--- config.mk ---
export PLATFORM = sky130hd
export DESIGN_NAME = rk_kbd_inject_seq
export DESIGN_NICKNAME = d
export VERILOG_FILES = /design/src/rtl/rk_kbd_inject_seq.sv
export SDC_FILE = /design/constraint.sdc
export NUM_CORES = 1
export LEC_CHECK = 0
export CAP_MARGIN = 20
export CORE_AREA = 2 2 123 125
export CTS_BUF_LIST = sky130_fd_sc_hd__clkbuf_4 sky130_fd_sc_hd__clkbuf_8
export CTS_CLUSTER_SIZE = 12
export DETAILED_ROUTE_END_ITERATION = 10
export DIE_AREA = 0 0 125 127
export GPL_TIMING_DRIVEN = 0
export HOLD_SLACK_MARGIN = 0.12
export PLACE_DENSITY = 0.76
export SLEW_MARGIN = 5
export SYNTH_ARGS = -nofsm -noshare
export SYNTH_HDL_FRONTEND = slang
export SYNTH_SLANG_ARGS = --single-unit
--- constraint.sdc ---
create_clock -name clk -period 2.7 [get_ports clk]
set_clock_uncertainty 0.2 [all_clocks]
set_input_delay 0.675 -clock clk [delete_from_list [all_inputs] [get_ports clk]]
set_output_delay 0.675 -clock clk [all_outputs]
set_load 0.01 [all_outputs]
--- src/rtl/rk_kbd_inject_seq.sv ---
// Key-injection sequencer: queues paste/autotype key events and plays each one as
// shift lead, key hold, shift trail and gap. Optional live-typing abort: RK_KBD_INJECT_ABORT_EN.
module rk_kbd_inject_seq #(
    parameter int unsigned FIFO_DEPTH  = 8,
    parameter int unsigned LEAD_CYCLES = 2000,
    parameter int unsigned HOLD_CYCLES = 20000,
    parameter int unsigned GAP_CYCLES  = 20000
) (
    input  logic        clk,
    input  logic        reset_n,
    input  logic        ev_valid,
    output logic        ev_ready,
    input  logic [6:0]  ev_code,
    input  logic [2:0]  ev_shift,
    input  logic        live_act,
    output logic [63:0] mtx_o,
    output logic [2:0]  shift_o,
    output logic        busy
);

    localparam int unsigned AW     = $clog2(FIFO_DEPTH);
    localparam int unsigned PW     = AW + 1;
    localparam int unsigned MAX_LH = (LEAD_CYCLES > HOLD_CYCLES) ? LEAD_CYCLES : HOLD_CYCLES;
    localparam int unsigned MAXC   = (MAX_LH > GAP_CYCLES) ? MAX_LH : GAP_CYCLES;
    localparam int unsigned CW     = ($clog2(MAXC) < 1) ? 1 : $clog2(MAXC);

    localparam logic [CW-1:0] LEAD_LD = CW'(LEAD_CYCLES - 1);
    localparam logic [CW-1:0] HOLD_LD = CW'(HOLD_CYCLES - 1);
    localparam logic [CW-1:0] GAP_LD  = CW'(GAP_CYCLES - 1);

    typedef enum logic [2:0] {
        S_IDLE,
        S_LEAD,
        S_HOLD,
        S_TRAIL,
        S_GAP
    } state_e;

    // Event queue: {code[6:0], shift[2:0]} per entry
    logic [9:0]    mem_q [FIFO_DEPTH];
    logic [PW-1:0] wr_ptr_q, wr_ptr_d;
    logic [PW-1:0] rd_ptr_q, rd_ptr_d;
    logic          empty;
    logic          full;
    logic          push;
    logic          pop;
    logic [9:0]    head;

    state_e        state_q, state_d;
    logic [CW-1:0] cnt_q, cnt_d;
    logic [6:0]    cur_code_q, cur_code_d;
    logic [63:0]   mtx_q, mtx_d;
    logic [2:0]    shift_q, shift_d;
    logic [63:0]   key_vec;

    assign empty    = (wr_ptr_q == rd_ptr_q);
    assign full     = (wr_ptr_q[AW] != rd_ptr_q[AW]) &&
                      (wr_ptr_q[AW-1:0] == rd_ptr_q[AW-1:0]);
    assign ev_ready = ~full;
    assign push     = ev_valid & ~full;
    assign head     = mem_q[rd_ptr_q[AW-1:0]];

    assign mtx_o    = mtx_q;
    assign shift_o  = shift_q;
    assign busy     = (state_q != S_IDLE) || !empty;

    always_ff @(posedge clk) begin
        if (push) begin
            mem_q[wr_ptr_q[AW-1:0]] <= {ev_code, ev_shift};
        end
    end

    // One-hot matrix bit for the event in flight; rows above 7 are shift-only
    always_comb begin
        key_vec = '0;
        if (cur_code_q[3] == 1'b0) begin
            key_vec[{cur_code_q[2:0], cur_code_q[6:4]}] = 1'b1;
        end
    end

    always_comb begin
        state_d    = state_q;
        cnt_d      = cnt_q;
        cur_code_d = cur_code_q;
        mtx_d      = mtx_q;
        shift_d    = shift_q;
        pop        = 1'b0;

        case (state_q)
            S_IDLE: begin
                if (!empty && !live_act) begin
                    pop        = 1'b1;
                    cur_code_d = head[9:3];
                    shift_d    = head[2:0];
                    mtx_d      = '0;
                    state_d    = S_LEAD;
                    cnt_d      = LEAD_LD;
                end
            end
            S_LEAD: begin
                if (cnt_q == '0) begin
                    state_d = S_HOLD;
                    cnt_d   = HOLD_LD;
                    mtx_d   = key_vec;
                end else begin
                    cnt_d = cnt_q - CW'(1);
                end
            end
            S_HOLD: begin
                if (cnt_q == '0) begin
                    state_d = S_TRAIL;
                    cnt_d   = LEAD_LD;
                    mtx_d   = '0;
                end else begin
                    cnt_d = cnt_q - CW'(1);
                end
            end
            S_TRAIL: begin
                if (cnt_q == '0) begin
                    state_d = S_GAP;
                    cnt_d   = GAP_LD;
                    shift_d = '0;
                end else begin
                    cnt_d = cnt_q - CW'(1);
                end
            end
            S_GAP: begin
                if (cnt_q == '0) begin
                    state_d = S_IDLE;
                    cnt_d   = '0;
                end else begin
                    cnt_d = cnt_q - CW'(1);
                end
            end
            default: begin
                state_d = S_IDLE;
                cnt_d   = '0;
                mtx_d   = '0;
                shift_d = '0;
            end
        endcase

`ifdef RK_KBD_INJECT_ABORT_EN
        // Live typing pre-empts playback; the event is dropped and a full gap follows
        if (live_act && (state_q == S_LEAD || state_q == S_HOLD || state_q == S_TRAIL)) begin
            state_d = S_GAP;
            cnt_d   = GAP_LD;
            mtx_d   = '0;
            shift_d = '0;
        end
`endif

        wr_ptr_d = push ? wr_ptr_q + PW'(1) : wr_ptr_q;
        rd_ptr_d = pop  ? rd_ptr_q + PW'(1) : rd_ptr_q;
    end

    always_ff @(posedge clk or negedge reset_n) begin
        if (!reset_n) begin
            state_q    <= S_IDLE;
            cnt_q      <= '0;
            cur_code_q <= '0;
            mtx_q      <= '0;
            shift_q    <= '0;
            wr_ptr_q   <= '0;
            rd_ptr_q   <= '0;
        end else begin
            state_q    <= state_d;
            cnt_q      <= cnt_d;
            cur_code_q <= cur_code_d;
            mtx_q      <= mtx_d;
            shift_q    <= shift_d;
            wr_ptr_q   <= wr_ptr_d;
            rd_ptr_q   <= rd_ptr_d;
        end
    end

endmodule

; Yosys cells after proc, flatten, opt, wreduce, memory -nomap -nowiden
; Memory sizes are Yosys's and may differ from the RTL's.
; Index checks and enable logic that the tools add are counted.
[classes]
addsub = 3
magnitude_cmp = 2
n_eq_ne = 12
muxes = 24
bitwise_logic = 4
reduce_logical = 16
[ops]
columns = operator, count
row1 = 64-bit 2-to-1 mux, 4
row2 = 64-bit case mux with 4 select lines, 1
row3 = 15-bit 2-to-1 mux, 4
row4 = 15-bit case mux with 4 select lines, 1
row5 = 3-bit 2-to-1 mux, 6
row6 = 15-bit logical NOT, 1
row7 = 3-bit case mux with 5 select lines, 1
row8 = 15-bit by 1-bit subtractor with 15-bit output (second input constant), 1
row9 = 2-bit inequality test (second input constant), 5
row10 = 3-bit case mux with 3 select lines, 1
row11 = 4-bit by 1-bit adder with 4-bit output (second input constant), 2
row12 = 6-bit by 7-bit < comparator with 1-bit output (second input constant), 1
row13 = 1-bit demux with 6-bit select, 1
row14 = 3-bit by 2-bit == test with 1-bit output (second input constant), 2
row15 = 6-bit by 1-bit >= comparator with 1-bit output (second input constant), 1
row16 = 1-bit 2-to-1 mux, 5
row17 = 5-bit AND reduction, 1
row18 = 4-bit == test, 1
row19 = 4-bit AND reduction, 1
row20 = 2-bit OR reduction, 2
row21 = 3-bit by 1-bit == test with 1-bit output (second input constant), 1
row22 = 3-bit == test, 1
row23 = 3-bit == test (second input constant), 1
row24 = 1-bit logical AND, 3
row25 = other kinds (10), 13
[word_totals]
reg_bits = 100
ram_bits = 80
inputBits = 14
out_inout_bits = 69
wordCells = 69
memories = 1
[memory_table]
columns = memory, words, width, rd, rd_clocked_by_memory_dff, write_ports, line_no
row1 = mem_q, 8, 10, 1, 0, 1, 40  ; logic [9:0] mem_q [FIFO_DEPTH];

; Logic depth before layout (Yosys ltp)
; Gate-level depths: netlist (run 1).
[logic_depth]
depth_word = 7
depth_mapped = 11
depth_no_buf = 8

; Worst setup path after synthesis (run 1)
; OpenSTA, ideal clock, no wires.
[synth_path]
path_kind = flip-flop to flip-flop
start = reg wr_ptr_q[0]
end = mem mem_q[0][0] (enable)
setup_time_ns = 0.390
t_arrival_ns = 2.019
t_required_ns = 2.110
slack_ns = 0.091
stages_incl_launch_ff = 8
n_path_buf = 2
synth_period_minus_slack_ns = 2.609
cell_sequence = dfrtp_1 clkbuf_2 xnor2_1 nand4_1 and2_1 clkbuf_1 nand2b_1 nor3_1
[synth_between]
elab_chain_cells = 6
[synth_lines]
columns = item, line_no
row1 = "start, declared", 41  ; logic [PW-1:0] wr_ptr_q, wr_ptr_d;
row2 = "start signal, assigned", 172  ; wr_ptr_q <= wr_ptr_d;
row3 = 3-bit == test, 58  ; (wr_ptr_q[AW-1:0] == rd_ptr_q[AW-1:0]);
row4 = 1-bit logical AND, 57  ; assign full = (wr_ptr_q[AW] != rd_ptr_q[AW]) &&
row5 = 1-bit NOT, --
row6 = named net ev_ready, 12  ; output logic ev_ready,
row7 = 1-bit AND, 60  ; assign push = ev_valid & ~full;
row8 = 1-bit 2-to-1 mux, 68  ; if (push) begin
row9 = 1-bit 2-to-1 mux (not written as such), 69  ; mem_q[wr_ptr_q[AW-1:0]] <= {ev_code, ev_shift};
row10 = "end, declared", 40
; The timed path passes the listed nets, and every way through them passes these cells.

; Worst setup path in the final report (run 1)
[layout_path]
start = reg wr_ptr_q[1]
end = mem mem_q[3][5] (enable)
[layout_between]
elab_chain_cells = 6
[layout_lines]
columns = item, line_no
row1 = 3-bit == test, 58
row2 = 1-bit logical AND, 57
row3 = 1-bit NOT, 60
row4 = 1-bit AND, 60
row5 = 1-bit 2-to-1 mux, 68
row6 = 1-bit 2-to-1 mux (not written as such), 69
; Several ways; a longest one is shown, not always the timed one.

==> results of run 1 <==
==> power by group through the flow <==
stage                     registers (mW)  clock network (mW)  logic, mW
final                               3.20                1.90      0.525
after global routing                3.22                2.04      0.576
after CTS                           3.19                1.93      0.484
after detailed placement            3.23                   0      0.490
after global placement              3.21                   0      0.434
after floorplan                     3.20                   0      0.286
==> synth_stat cells, types with 2 or more instances <==
master,n
dfrtp_1,100
inv_1,6
or2_2,2
mux4_2,20
xor2_1,7
buf_2,7
nand4_1,3
o22ai_1,2
and3_1,3
nor3_1,7
nor4_4,2
nor2b_1,3
nand3b_1,3
or4_1,2
o21ai_0,76
edfxtp_1,80
ha_1,4
clkbuf_1,16
mux2i_1,7
o211ai_1,5
a21oi_1,10
nand2b_1,6
buf_6,2
nand3_1,14
xnor2_1,12
nand2_1,104
o21ai_2,10
nor2_1,20
nor4_1,5
mux2_2,4
a31oi_1,6
==> final cells by class <==
| type | instances | share of cell area, % |
|---|---|---|
| Buffer | 24 | 1.417 |
| Clock buffer | 18 | 2.655 |
| Clock inverter | 14 | 1.898 |
| Inverter | 6 | 0.2476 |
| Multi-Input combinational cell | 357 | 26.95 |
| Sequential cell | 180 | 53.93 |
| Tap cell | 184 | 2.531 |
| Timing Repair Buffer | 95 | 10.37 |
==> worst max-delay path, delay by kind of cell, from the launching register on <==
kind / cells / cell delay [ps]
xor+xnor: 1 / 210
simple gates: 4 / 1050
buf+inv: 1 / 220
flops: 1 / 520
==> cells by family after synthesis <==
logic type	synth area share (%)
simple gates	11.82
flops	66.28
compound gates	9.368
buf+inv	1.961
mux	7.643
xor+xnor	2.249
fa+ha+maj	0.6764
==> through the flow <==
stage               hold WS (ps)  power [mW]  setup slack (ps)
global placement           263.8       3.646             -2712
finish                     285.2       5.624             115.5
detailed placement         270.8       3.717            -427.6
floorplan                  179.4       3.484             91.10
CTS                        291.0       5.607            -159.0
global route               311.3       5.836            -68.49
==> flip-flops by register name, indices dropped and copies added (netlist names) <==
name and cells:
cur_code_q 7, rd_ptr_q 4, mtx_o 64, shift_o 3
wr_ptr_q 4, cnt_q 15, state_q 3, mem_q 80
==> what timing repair did <==
item / in CTS / in global routing
endpoints found under the setup margin: 87 / 93
pin swaps: 2 / 1
gates resized for setup: 13 / 26
hold buffers: 1 / 0
setup buffers: 1 / 6
hold endpoints to repair: 45 / 0
==> metal layers <==
layer | track usage, % | up-vias
met5 | 0 | -
met3 | 5.444 | 22
met1 | 27.71 | 2481
li1 | - | 2286
met4 | 6.536 | 0
met2 | 33.38 | 151
==> worst min path at each step <==
stage / startpoint / end / slack (ps)
floorplan: reset_n / cnt_q[0]$_DFFE_PN0N_ / 180
global route: mtx_o[41]$_DFFE_PN0P_ / mtx_o[41]$_DFFE_PN0P_ / 310
detailed placement: mtx_o[41]$_DFFE_PN0P_ / mtx_o[41]$_DFFE_PN0P_ / 270
CTS: mtx_o[41]$_DFFE_PN0P_ / mtx_o[41]$_DFFE_PN0P_ / 290
finish: mtx_o[41]$_DFFE_PN0P_ / mtx_o[41]$_DFFE_PN0P_ / 290
global placement: mtx_o[41]$_DFFE_PN0P_ / mtx_o[41]$_DFFE_PN0P_ / 260
==> metrics.cfg, run 1 <==
[cts]
clock_latency_ps=460
cts_tree=built
cts_inserted_buffers=17
cts_max_level=4
clk_pin_slew_ps=90
cts_sinks=180
clock_path_buffers=2
root_buffer=clkbuf_8

[min_path]
hold_depth=2
min_path_type=flop to flop

[layout]
diodes=0
multi_input_area_um2=2451
regArea_um2=4906
fin_util_pct=63.06
num-fill-cells=1090
final_cell_mix=nand2_1 (104), dfrtp_1 (99), edfxtp_1 (80)
final_area_um2=9096
drive_gt1_share_pct=17.29
mostFrequentLayoutCell=nand2_1
area.growth.synth_to_final_pct=22.93
fin_cells=878
nNetsFinal=699

[detailed_routing]
vias=4940
routed_wl_mm=15.79
topRoutingLayerUsed=met4
drt-initial-drc-count=352
drt_pass1_iterations=5
antenna_left=0
wl_met3_um=765
wl_met1_mm=7.088
drcViolationCount=0
wl_per_cell_um=17.99
met2_length_mm=7.696
vias_per_cell=5.626

[synth]
synth_cell_types=52
synth_area_um2=7400
synth_top_area_cell=dfrtp_1
syn_avg_cell_area_um2=13.00
async_flop_share_pct=55.56
synthTopCellsByArea=dfrtp_1 (34%), edfxtp_1 (32%), mux4_2 (6.1%), nand2_1 (5.3%), o21ai_0 (5.1%)
synthCells=569
synthFlopType=dfrtp_1
yosysWarnings=0
synth_seq_cells=180
synth_top_cell_area_share_pct=33.82
synth_edf_count=80
seq_area_frac_synth_pct=66.28
synth_nets=587

[power]
clkPwrFrac_pct=33.7
power_frac_seq_pct=56.9
ir_drop_v=0.0004763
swShare_pct=24.71
p_comb_share_pct=9.3
p_int_mw=4.234
leakage_nw=3.383
netSwitchingPower_mw=1.389
power.density_nw_per_um2=618.3

[place]
gp_congestion=0.8708
post-place-cells=839
place_area_um2=8519
numPortBuffers=82
hpwl_mm=10.95

[sta]
rsz0062_at_grt=true
drv_slew=0
tightest_slew_ps=892.3
relSlewSlack_pct=40.51
fmax_ghz=0.3869
post-route-period-util_pct=95.72
hold_viol_final=0
fin_crit_ps=2584
setup_viol=0
finalSetupTns_ps=0

[floorplanning]
die_h_um=127
initial_utilization_pct=51.30
rows=44
fp.dieArea_um2=15880
ioPinCount=83
core_area_um2=14420
die-width_um=125

[critical_path]
r2r_slack_ps=120
max_stage_delay_ps=580
crit_chain=xnor2_2 -> nand4_1 -> and2_1 -> clkbuf_1 -> nand2b_1 -> nor2_2
worst_r2r_endpoint=mem_q[3][5]$_DFFE_PP_
end_kind=flop
cpMaxStageDelayCell=nor2_2
crit_end=mem_q[3][5]$_DFFE_PP_
cp-start-kind=flop
crit_required_ps=2590
r2r_start=wr_ptr_q[1]$_DFFE_PN0P_
critPathLaunch=wr_ptr_q[1]$_DFFE_PN0P_
worstSetupPathType=flop to flop
worstRegToRegCells=6
cp_max_fo=10
cp_data_arrival_time_ps=2480

[grt]
grt_pass1_wl_mm=25.47
grt_max_degree=56
antenna_found_initial=0
grt-ovfl-total=0
grt_usage_pct=20.61
grt_pass1_vias=4857

[flow_run]
drv_cap=0

[outcome]
status=completed

Power figures use the tool's default switching activity.
==> inputs of run 2 (changes only) <==
--- a/config.mk
+++ b/config.mk
@@ -6,14 +6,13 @@
 export NUM_CORES = 1
 export LEC_CHECK = 0
 export CAP_MARGIN = 20
-export CORE_AREA = 2 2 123 125
+export CORE_AREA = 2 2 140 142
 export CTS_BUF_LIST = sky130_fd_sc_hd__clkbuf_4 sky130_fd_sc_hd__clkbuf_8
 export CTS_CLUSTER_SIZE = 12
 export DETAILED_ROUTE_END_ITERATION = 10
-export DIE_AREA = 0 0 125 127
+export DIE_AREA = 0 0 142 144
 export GPL_TIMING_DRIVEN = 0
 export HOLD_SLACK_MARGIN = 0.12
-export PLACE_DENSITY = 0.76
 export SLEW_MARGIN = 5
 export SYNTH_ARGS = -nofsm -noshare
 export SYNTH_HDL_FRONTEND = slang
==> run 2 against run 1 <==
  * Wire length is 3.5% higher
  * Final cell count is 6.4% higher
  * Utilization fell by 15 points
  * Non-clock buffer count is 2 higher
  * First-iteration DRC count shrank 11%
  * Register-to-register slack worse by 90 ps
  * Critical path depth is 2 higher
  * Maximum frequency is 3.3% lower
  * Global-route usage is 3.8 points lower
  * Highest routed layer unchanged
==> metrics.cfg, run 2 (synthesis results as in run 1) <==
[outcome]
status=completed

[critical_path]
path_buf_inv=3  ; +2
cp-start-kind=flop
r2r_start=rd_ptr_q[0]$_DFFE_PN0P_
crit_end=mem_q[2][7]$_DFFE_PP_
cp.depth=8  ; +2
worst_r2r_endpoint=mem_q[2][7]$_DFFE_PP_
critPathLaunch=rd_ptr_q[0]$_DFFE_PN0P_
crit_chain=buf_2 -> xnor2_2 -> nand4_1 -> and2_1 -> clkbuf_1 -> nand2b_1 -> nor2_1 -> buf_4
crit_required_ps=2660  ; +70 ps
cp_max_fo=6  ; -4
max_stage_delay_ps=510  ; -70 ps
cpMaxStageDelayCell=nor2_1
cp_data_arrival_time_ps=2640  ; +160 ps
worstSetupPathType=flop to flop
end_kind=flop
cp_top_family=simple AND/OR/NAND/NOR gates
r2r_slack_ps=30  ; -90 ps
worstRegToRegCells=8  ; +2

[layout]
mostFrequentLayoutCell=nand2_1
num-fill-cells=1644  ; +51%
largest_reg_flops=80  ; unchanged
final_cell_mix=nand2_1 (103), dfrtp_1 (97), edfxtp_1 (80)
final_area_um2=9153  ; +0.62%
area.growth.synth_to_final_pct=23.69
diodes=0  ; unchanged
drive_gt1_share_pct=17.82  ; +0.53 points
nNetsFinal=701  ; +0.29%

[grt]
antenna_found_initial=0  ; unchanged
grt-ovfl-total=0  ; unchanged
grt_pass1_wl_mm=26.36  ; +3.5%
grt_max_degree=68  ; +21%
grt_pass1_vias=5003  ; +3.0%
grt_usage_pct=16.79  ; -3.8 points

[detailed_routing]
drt_pass1_iterations=4  ; -1
wl_per_cell_um=17.50  ; -2.7%
drt-initial-drc-count=314  ; -11%
routed_wl_mm=16.35  ; +3.5%
antenna_left=0  ; unchanged
vias_per_cell=5.257  ; -6.6%
vias=4910  ; -0.61%
drcViolationCount=0  ; unchanged

[floorplanning]
rows=51  ; +16%
ioPinCount=83  ; unchanged
core_area_um2=19080  ; +32%
die_h_um=144  ; +13%
initial_utilization_pct=38.78  ; -13 points
fp.dieArea_um2=20450  ; +29%
die-width_um=142  ; +14%

[sta]
fin_crit_ps=2672  ; +87.12 ps
fmax_ghz=0.3743  ; -3.3%
fin_ws_ps=28.39  ; -87.12 ps
relSlewSlack_pct=36.00  ; -4.5 points
drv_slew=0  ; unchanged
hold_viol_final=0  ; unchanged
rsz0062_at_grt=true
post-route-period-util_pct=98.95  ; +3.2 points
setup_viol=0  ; unchanged
tightest_slew_ps=952.7  ; +60.38 ps

[power]
leakage_nw=3.406  ; +0.67%
power_mw=5.574  ; -0.88%
power.density_nw_per_um2=609.1  ; -1.5%
ir_drop_v=0.0004973  ; +4.4%

[place]
gp_congestion=0.8337  ; -4.3%
hpwl_mm=11.15  ; +1.8%
place_area_um2=8583  ; +0.75%
numPortBuffers=82  ; unchanged
pre_cts_slack_ps=-459.5  ; -31.89 ps

[cts]
clock_latency_ps=460  ; about the same
cts_tree=built
clock_path_buffers=2  ; unchanged
cts_inserted_buffers=17  ; unchanged
clk_pin_slew_ps=90  ; about the same
cts_sinks=180  ; unchanged
root_buffer=clkbuf_8
cts_max_level=4  ; unchanged

[flow_run]
drv_cap=0  ; unchanged

[min_path]
min_path_type=flop to flop

==> run 2: changes by cell type in the layout (fill, tap and decap cells not counted), sizes merged <==
cell	previous run	this run
clkinvlp	5	1
bufinv	3	2
clkbuf	34	35
clkinv	1	5
buf	22	24
==> run 2: tightest hold or removal path, cell delays in order, from the launching register on <==
cell     delay, ps
dfrtp_1        350
nand2_1         60
o21ai_2         50
==> run 2: through the flow <==
stage / hold slack (ps) / setup TNS, ps / std cells / utilization [%]
2_1_floorplan: 179.4 / 0 / 569 / -
3_3_place_gp: 267.4 / -340470 / 889 / 44.65
3_5_place_dp: 273.1 / -41030 / 893 / 44.99
4_1_cts: 293.8 / -6797 / 926 / 47.32
5_1_grt: 316.7 / -1545 / 934 / 47.97
6_report: 289.6 / 0 / 934 / 47.97
==> run 2: cell type report <==
type                    count  area [um^2]  share of cell area, %
flip-flops and latches    180         4908                  53.63
repair buffers             97        954.7                  10.43
well taps                 238        297.8                  3.254
clock inverters            13        147.6                  1.613
inverters                   6        22.52                 0.2461
multi-input cells         357         2440                  26.66
plain buffers              24        126.4                  1.381
clock buffers              19        255.2                  2.789
==> run 2: metal layers <==
| layer | routed length [um] | GRT usage, % | part of all wire [%] |
|---|---|---|---|
| met1 | 7175 | 21.78 | 44 |
| met2 | 8311 | 28.45 | 51 |
| met3 | 680 | 3.642 | 4.2 |
| met4 | 179 | 5.158 | 1.1 |
| met5 | 0 | 0 | 0 |
==> run 2: timing repair <==
item	4_1_cts	5_1_grt
hold buffers	1	0
gates resized for setup	11	25
buffers inserted	1	6
pin swaps	1	2
endpoints found under the hold margin	33	0
endpoints found under the setup margin	93	95
==> run 2: worst min path at each step <==
stage                           from               endpoint  slack, ps  cells after the start
2_1_floorplan                reset_n   cnt_q[0]$_DFFE_PN0N_        180                      0
3_3_place_gp   mtx_o[31]$_DFFE_PN0P_  mtx_o[31]$_DFFE_PN0P_        270                      2
3_5_place_dp   mtx_o[42]$_DFFE_PN0P_  mtx_o[42]$_DFFE_PN0P_        270                      2
4_1_cts        mtx_o[42]$_DFFE_PN0P_  mtx_o[42]$_DFFE_PN0P_        290                      2
5_1_grt        mtx_o[19]$_DFFE_PN0P_  mtx_o[19]$_DFFE_PN0P_        320                      2
6_report       mtx_o[42]$_DFFE_PN0P_  mtx_o[42]$_DFFE_PN0P_        290                      2
==> run 2: power by group <==
group	leakage, nW	total, mW	internal (mW)	switching (mW)
Clock	0.207	1.85	0.874	0.976
Combinational	1.12	0.535	0.219	0.316
Sequential	2.08	3.19	3.09	0.101
Total	3.41	5.57	4.18	1.39
